==> src/rtl/shift_sched_pkg.sv <==
// Shared types and constants for the shift_sched controller.
// Optional rotate support is enabled with SHIFT_SCHED_ROT_EN.
package shift_sched_pkg;
    localparam int DW_P = 8;
    localparam int SW_P = 3;
    localparam int AW_P = 4;

    localparam int   SH_MAX_STEP = 7;
    localparam logic LR_LEFT     = 1'b1;
    localparam logic AL_ARITH    = 1'b1;

    typedef enum logic [1:0] {IDLE, SHIFT, RESP} state_t;

    typedef struct packed {
        logic [DW_P-1:0] din;
        logic [AW_P-1:0] amt;
        logic            lr;
        logic            al;
`ifdef SHIFT_SCHED_ROT_EN
        logic            rot;
`endif
    } req_t;
endpackage

==> src/rtl/shift_sched_rr_arb.sv <==
// Two-way round-robin arbiter; on a tie the requester not granted last time wins.
module shift_sched_rr_arb (
    input  logic [1:0] valid,
    input  logic       last_grant,
    input  logic       enable,
    output logic [1:0] grant,
    output logic       gidx
);
    always_comb begin
        grant = 2'b00;
        case (valid)
            2'b10:   gidx = 1'b1;
            2'b11:   gidx = ~last_grant;
            default: gidx = 1'b0;
        endcase
        if (enable && valid != 2'b00)
            grant = 2'b01 << gidx;
    end
endmodule

==> src/rtl/shift_sched.sv <==
// Shares one 8-bit barrel shifter between two requesters, building shifts of
// up to 15 bits from passes of at most 7. SHIFT_SCHED_ROT_EN adds rotates.
module shift_sched
    import shift_sched_pkg::*;
#(
    parameter int DW = DW_P,
    parameter int SW = SW_P,
    parameter int AW = AW_P
) (
    input  logic          clk,
    input  logic          rst,
    input  logic [1:0]    req_valid,
    output logic [1:0]    req_ready,
    input  logic [DW-1:0] req0_din,
    input  logic [DW-1:0] req1_din,
    input  logic [AW-1:0] req0_amt,
    input  logic [AW-1:0] req1_amt,
    input  logic          req0_lr,
    input  logic          req1_lr,
    input  logic          req0_al,
    input  logic          req1_al,
`ifdef SHIFT_SCHED_ROT_EN
    input  logic          req0_rot,
    input  logic          req1_rot,
`endif
    output logic          resp_valid,
    input  logic          resp_ready,
    output logic [DW-1:0] resp_data,
    output logic          resp_id,
    output logic [DW-1:0] sh_din,
    output logic [SW-1:0] sh_shamt,
    output logic          sh_lr,
    output logic          sh_al,
    input  logic [DW-1:0] sh_dout
);
    state_t        state, state_nx;
    logic [DW-1:0] acc;
    logic [AW-1:0] rem, rem_nx;
    logic [SW-1:0] step;
    logic          lr, al, id, last_grant;
    logic [1:0]    grant;
    logic          gidx, accept;
    req_t          sel;
`ifdef SHIFT_SCHED_ROT_EN
    logic          rot, phase;
    logic [DW-1:0] tmp;
`endif

    shift_sched_rr_arb u_arb (
        .valid      (req_valid),
        .last_grant (last_grant),
        .enable     (state == IDLE && !rst),
        .grant      (grant),
        .gidx       (gidx)
    );

    assign req_ready  = grant;
    assign accept     = |(req_valid & grant);
    assign resp_valid = (state == RESP);
    assign resp_data  = acc;
    assign resp_id    = id;

    assign step   = (rem > AW'(SH_MAX_STEP)) ? SW'(SH_MAX_STEP) : rem[SW-1:0];
    assign rem_nx = rem - AW'(step);

    always_comb begin
        sel = '0;
        if (gidx) begin
            sel.din = req1_din; sel.amt = req1_amt; sel.lr = req1_lr; sel.al = req1_al;
`ifdef SHIFT_SCHED_ROT_EN
            sel.rot = req1_rot;
`endif
        end else begin
            sel.din = req0_din; sel.amt = req0_amt; sel.lr = req0_lr; sel.al = req0_al;
`ifdef SHIFT_SCHED_ROT_EN
            sel.rot = req0_rot;
`endif
        end
    end

    always_comb begin
        state_nx = state;
        sh_din   = acc;
        sh_lr    = lr;
        sh_al    = al;
        sh_shamt = '0;
        case (state)
            IDLE:  if (accept) state_nx = SHIFT;
            SHIFT: begin
                sh_shamt = step;
                if (rem_nx == '0) state_nx = RESP;
`ifdef SHIFT_SCHED_ROT_EN
                // rotate = (din shifted by k) | (din shifted the other way by 8-k)
                if (rot) begin
                    sh_al = ~AL_ARITH;
                    if (phase) begin
                        sh_shamt = '0 - rem[SW-1:0];
                        sh_lr    = ~lr;
                        state_nx = RESP;
                    end else begin
                        state_nx = (rem == '0) ? RESP : SHIFT;
                    end
                end
`endif
            end
            RESP:    if (resp_ready) state_nx = IDLE;
            default: state_nx = IDLE;
        endcase
    end

    always_ff @(posedge clk) begin
        if (rst) begin
            state      <= IDLE;
            acc        <= '0;
            rem        <= '0;
            lr         <= 1'b0;
            al         <= 1'b0;
            id         <= 1'b0;
            last_grant <= 1'b1;
`ifdef SHIFT_SCHED_ROT_EN
            rot        <= 1'b0;
            phase      <= 1'b0;
            tmp        <= '0;
`endif
        end else begin
            state <= state_nx;
            case (state)
                IDLE: if (accept) begin
                    acc        <= sel.din;
                    rem        <= sel.amt;
                    lr         <= sel.lr;
                    al         <= sel.al;
                    id         <= gidx;
                    last_grant <= gidx;
`ifdef SHIFT_SCHED_ROT_EN
                    rot   <= sel.rot;
                    phase <= 1'b0;
                    if (sel.rot) rem <= AW'(sel.amt[SW-1:0]);
`endif
                end
                SHIFT: begin
`ifdef SHIFT_SCHED_ROT_EN
                    if (rot) begin
                        if (phase)          acc <= tmp | sh_dout;
                        else if (rem == '0) acc <= sh_dout;
                        else begin
                            tmp   <= sh_dout;
                            phase <= 1'b1;
                        end
                    end else
`endif
                    begin
                        acc <= sh_dout;
                        rem <= rem_nx;
                    end
                end
                default: ;
            endcase
        end
    end
endmodule

==> config.mk <==
export PLATFORM = sky130hd
export DESIGN_NAME = shift_sched
export DESIGN_NICKNAME = d
export VERILOG_FILES = /design/src/rtl/shift_sched_pkg.sv /design/src/rtl/shift_sched_rr_arb.sv /design/src/rtl/shift_sched.sv
export SDC_FILE = /design/constraint.sdc
export NUM_CORES = 1
export LEC_CHECK = 0
export CAP_MARGIN = 20
export CORE_MARGIN = 2
export CORE_UTILIZATION = 34
export CTS_BUF_LIST = sky130_fd_sc_hd__clkbuf_4 sky130_fd_sc_hd__clkbuf_8
export CTS_CLUSTER_DIAMETER = 120
export CTS_CLUSTER_SIZE = 10
export DETAILED_ROUTE_END_ITERATION = 8
export PLACE_DENSITY = 0.83
export SLEW_MARGIN = 10
export SYNTH_ARGS = -nofsm -noshare
export SYNTH_HDL_FRONTEND = slang
export SYNTH_SLANG_ARGS = --single-unit
export TNS_END_PERCENT = 20
==> constraint.sdc <==
create_clock -name clk -period 1.6 [get_ports clk]
set_clock_uncertainty 0.2 [all_clocks]
set_input_delay 0.16 -clock clk [delete_from_list [all_inputs] [get_ports clk]]
set_output_delay 0.16 -clock clk [all_outputs]
set_load 0.01 [all_outputs]
# Yosys cells after proc, flatten, opt, wreduce, memory -nomap -nowiden
# Cells that the tools add are included.
# totals
regBits,18
input_bits,41
output_inout_bits,25
elab_cells,43
# classes
n_addsub,1
magnitude_cmp,1
n_eq_ne,7
shifts,1
muxes,13
bitwise_logic,2
n_reduce_logical,11
# ops
op,count
case mux 8 bit (2 select lines),1
2-to-1 mux 14 bit,1
2-to-1 mux 2 bit,4
2-to-1 mux 8 bit,1
case mux 4 bit (2 select lines),1
"equality test 2 bit, second input constant",3
2-to-1 mux 3 bit,2
case mux 2 bit (3 select lines),1
"> comparator 4 x 3 -> 1 bit, second input constant",1
zero test 4 bit,1
2-to-1 mux 4 bit,1
"!= test 2 bit, second input constant",2
AND reduction 2 bit,2
nonzero test 2 bit,2
subtractor 4 x 3 -> 4 bit,1
AND reduction 3 bit,1
bitwise AND 2 bit,1
"equality test 2 x 1 -> 1 bit, second input constant",1
logical AND 1 bit,2
zero test 2 bit,1
"!= test 2 x 1 -> 1 bit, second input constant",1
case mux 1 bit (2 select lines),1
OR reduction 2 bit,1
"left shift 1 x 1 -> 2 bit, first input constant",1
2 further kinds,2

# Depth between registers and ports, before layout
# depth
ltp_word,8
depth_mapped,5
depth_no_buf,5

# Cells and area by module
# A second synthesis with hierarchy kept.
# hier_totals
hier_cells,140
hier_area_um2,1143.6
# modules_own_cells
module,n_inst,cells_per_inst,area_each_um2,seq_area_each_um2
shift_sched,1,135,1113.6,360.3
shift_sched_rr_arb,1,5,30.0,0.0

# Worst setup path after synthesis
# No wires, ideal clock.
# synth_path
kind,reg-to-reg
from,reg last_grant
to,reg rem[3]
setup_time_ns,0.129
arrival_time_ns,1.189
required_ns,1.271
slack_ns,0.082
stages_incl_launch_ff,5
n_path_buf,0
period_less_slack_ns,1.518
path_cell_list,dfxtp_1 -> a21boi_4 -> mux2_1 -> a221oi_1 -> nor2_1
# synth_via
elab_chain_len,8
word_cells_on_any_way,11
classes_between,eq/ne: 1; shift: 1; mux: 5; bitwise: 2; reduce/logical: 2
# synth_rtl
element,line,text
from (decl),shift_sched.sv:40,"logic lr, al, id, last_grant;"
from (signal assigned),shift_sched.sv:134,last_grant <= gidx;
inverter 1 bit (*),shift_sched_rr_arb.sv:13,2'b11: gidx = ~last_grant;
case mux 1 bit (2 select lines) (*),shift_sched_rr_arb.sv:11,case (valid)
left shift 1 x 1 -> 2 bit,shift_sched_rr_arb.sv:17,grant = 2'b01 << gidx;
2-to-1 mux 2 bit,shift_sched_rr_arb.sv:16,if (enable && valid != 2'b00)
bitwise AND 2 bit,shift_sched.sv:58,assign accept = |(req_valid & grant);
OR reduction 2 bit,shift_sched.sv:58,
!= test 2 bit (no source line),--,
AND reduction 2 bit (no source line),--,
to (signal assigned),shift_sched.sv:130,rem <= sel.amt;
to (signal assigned),shift_sched.sv:154,rem <= rem_nx;
to (decl),shift_sched.sv:38,"logic [AW-1:0] rem, rem_nx;"
# Every way passes the cells marked *; elsewhere a longest branch is shown, timed or not. The select of a mux whose other input is x is not followed.
# A chain may end at the register's enable or synchronous reset.

# Worst setup path in the final report
# layout_path
from,in rst
to,out req_ready[1]
# layout_via
elab_chain_len,4
# layout_rtl
element,line,text
from (decl),shift_sched.sv:11,"input logic rst,"
zero test 1 bit,shift_sched.sv:52,".enable (state == IDLE && !rst),"
logical AND 1 bit,shift_sched.sv:52,
logical AND 1 bit,shift_sched_rr_arb.sv:16,
2-to-1 mux 2 bit,shift_sched_rr_arb.sv:16,
to (decl),shift_sched.sv:13,"output logic [1:0] req_ready,"
# Every way passes these cells.

==> flow_summary.yaml <==
synthesis:
  yosys.area.top_type: "dfxtp_1"
  synth_cells: 121
  synth-seq-area-share_pct: 33.6
  synth_area_leaders: "dfxtp_1 34%, a22oi_1 7.7%, mux2_1 6.3%, a21oi_1 5.6%, buf_4 5.6%"
  syn-num-nets: 163
  syn_area_um2: 1070
  yosysWarnings: 0
  ys_ff_latch: 18
  synth_cell_type_count: 32
  syn_avg_cell_area_um2: 8.85
  synth_top_area_share_pct: 33.6
detailed_routing:
  wl_per_cell_um: 13.9
  ant_nets: 0
  wl_mm: 3.26
  via_per_inst: 4.95
  route.detailed.drc: 0
  via_count: 1158
  drt_iter0_drc: 31
  firstDrtPassIters: 4
clock_network:
  clock-sinks: 18
  clkTransAtPathRegs_ns: 0.11
  clkLatencyLatePin_ns: 0.30
  cts-root-buf: "clkbuf_4"
  cts_hold_buffers: 0
  numCtsBuffers: 3
  ctsLongestPathBuffers: 2
  htreeDepth: 1
  tritoncts: "yes"
status:
  violations: "negative setup slack"
  status: "complete, but fails checks"
setup_path:
  r2r-end: "rem[2]"
  r2r_cells: 5
  path_class: "input port to output pin"
  crit_path_cell_trace: "clkdlybuf4s50_1 > or3_4 > and2b_1 > buf_2"
  path_buf_inv: 2
  end_kind: "output pin"
  crit_family: "simple AND/OR/NAND/NOR gates"
  rrSetupSlack_ns: -0.01
  cp.required_ns: 1.24
  critPathSlowestCell: "clkdlybuf4s50_1"
  critPathMaxStageDelay_ns: 0.44
  crit_arrival_ns: 1.39
  crit_path_start_kind: "input port"
  critPathLaunch: "rst"
  r2r-start: "last_grant"
  crit_fanout: 3
floorplanning:
  dieArea_um2: 3620
  num_rows: 20
  core_um2: 3030
  dieWidth_um: 60.1
  io_pins: 66
  fp.dieH_um: 60.1
  initial_core_util_pct: 35.4
sta:
  rsz0062_at_grt: "yes"
  finalCritPeriodShare_pct: 109
  finalHoldViolCount: 0
  setup-violations-final: 3
  min_period_ns: 1.75
  maxSlewHeadroom_pct: 78.1
  slew_violations: 0
  setup_ws_ns: -0.145
  worst_pin_slew_ns: 0.328
  max_freq_ghz: 0.573
  hold_slack_ns: 0.220
power_and_ir_drop:
  peakVddDrop_uv: 351
  p_int_uw: 992
  seq_power_share_pct: 37.5
  pwr_density_cell_nw_per_um2: 763
  total_power_mw: 1.44
  clkPwrFrac_pct: 20.5
  leakagePower_nw: 0.939
  sw_frac_of_total_pct: 31.1
  switchingPower_uw: 447
  power_frac_comb_pct: 42.0
placed_design:
  hpwl_mm: 2.43
  post_dp_cell_area_um2: 1760
  gp_congestion: 0.792
  io_buffer_count: 65
worst_hold_path:
  holdPathEnd: "last_grant"
  hp-class: "input port to flop"
  whs_path_depth: 3
  hp-start: "req_valid[0]"
layout:
  drive_gt1_share_pct: 22.6
  nets: 233
  diodes: 0
  syn2layout_area_growth_pct: 76.2
  final_cell_area_um2: 1890
grt:
  grt_pass1_wl_mm: 5.00
  grt.overflow.total: 0
  grt_max_degree: 20
  grt_pass1_vias: 1133
  antenna_found_initial: 0
  grt.total_usage_pct: 18.4
flow_run:
  drv_cap: 0
==> power groups by stage <==
| stage | Clock (mW) | Sequential [mW] | Combinational (mW) |
|---|---|---|---|
| floorplan | 0 | 0.561 | 0.290 |
| global placement | 0 | 0.544 | 0.569 |
| detailed placement | 0 | 0.548 | 0.582 |
| CTS | 0.297 | 0.539 | 0.581 |
| global route | 0.318 | 0.546 | 0.654 |
| finish | 0.295 | 0.540 | 0.605 |
==> metal layers <==
| layer | track usage (%) | part of all wire [%] | vias up |
|---|---|---|---|
| met2 | 35.7 | 54 | 50 |
| met1 | 19.6 | 38 | 543 |
| met3 | 3.68 | 7.8 | 2 |
| met5 | 0 | 0 | - |
| li1 | - | - | 563 |
| met4 | 5.40 | 0.40 | 0 |
==> sequential cells by signal, indices dropped and copies added (netlist names) <==
signal and flops:
state 2, sh_lr 1, resp_id 1, last_grant 1
sh_al 1, rem 4, resp_data 8
==> Yosys cell counts <==
cell type and number:
a211oi_1 2, a21boi_4 1, a21oi_1 12, a21oi_2 1
a221o_1 2, a221oi_1 1, a22oi_1 11, a2bb2oi_1 2
and2b_1 1, buf_2 1, buf_4 8, buf_6 3
clkbuf_1 2, dfxtp_1 18, ha_1 1, inv_1 1
mux2_1 6, mux2_2 4, mux2i_1 2, nand2_1 11
nand2b_1 5, nand3_1 1, nand4_1 1, nor2_1 14
nor2_2 1, nor2_4 1, nor2b_1 3, nor3_1 1
nor3_2 1, o31a_1 1, or3_4 1, xnor2_1 1
==> area by class of cell <==
type / count / area [um^2]
Fill cell: 283 / 1140
Clock buffer: 4 / 36.3
Inverter: 1 / 3.75
Tap cell: 44 / 55.1
Timing Repair Buffer: 79 / 796
Sequential cell: 18 / 364
Multi-Input combinational cell: 88 / 632
==> timing repair <==
item	4_1_cts	5_1_grt
resized for setup	30	26
endpoints found under the hold margin	0	0
buffers inserted	0	4
setup endpoints to repair	20	34
pin swaps	2	7
==> worst max path at each step <==
stage                    to  slack (ns)  cells past startpoint
6_report       req_ready[1]       -0.15                      4
5_1_grt        req_ready[1]       -0.18                      3
4_1_cts        req_ready[1]       -0.17                      3
3_5_place_dp   req_ready[0]       -0.47                      4
3_3_place_gp   req_ready[1]       -0.48                      4
2_1_floorplan        rem[3]        0.08                      4
==> tightest hold or removal path, stage by stage <==
cell           delay (ns)
dlygate4sd2_1        0.29
nand2_1              0.10
a221o_1              0.14
==> cells by family after synthesis <==
family                   after synthesis  synth area share (%)
buffers and inverters                 15                  10.3
multiplexers                          12                  12.4
flip-flops                            18                  33.6
AO/OA/AOI/OAI                         33                  22.4
AND/OR/NAND/NOR                       41                  19.3
XOR/XNOR                               1                 0.818
adder cells (fa/ha/maj)                1                  1.17
==> cell usage in the layout, fill, tap and decap left out, types with 3 or more instances in the layout <==
| cell type | count |
|---|---|
| a21oi_1 | 10 |
| a21oi_2 | 3 |
| a22oi_1 | 11 |
| buf_2 | 5 |
| buf_4 | 8 |
| buf_6 | 4 |
| clkbuf_4 | 3 |
| clkdlybuf4s50_1 | 41 |
| dfxtp_1 | 15 |
| dfxtp_2 | 3 |
| dlygate4sd2_1 | 4 |
| dlymetal6s2s_1 | 14 |
| mux2_1 | 6 |
| mux2_2 | 4 |
| nand2_1 | 10 |
| nand2b_1 | 4 |
| nor2_1 | 14 |
==> through the flow <==
step	instances	worst slack (ns)	utilization, %	TNS (ns)
after floorplan	121	0.0819	-	0
after global placement	226	-0.476	58.1	-5.88
after detailed placement	226	-0.475	58.1	-6.54
after CTS	230	-0.170	58.8	-0.910
after global routing	234	-0.185	62.3	-1.05
final	234	-0.145	62.3	-0.232
Power figures use the tool's default switching activity.
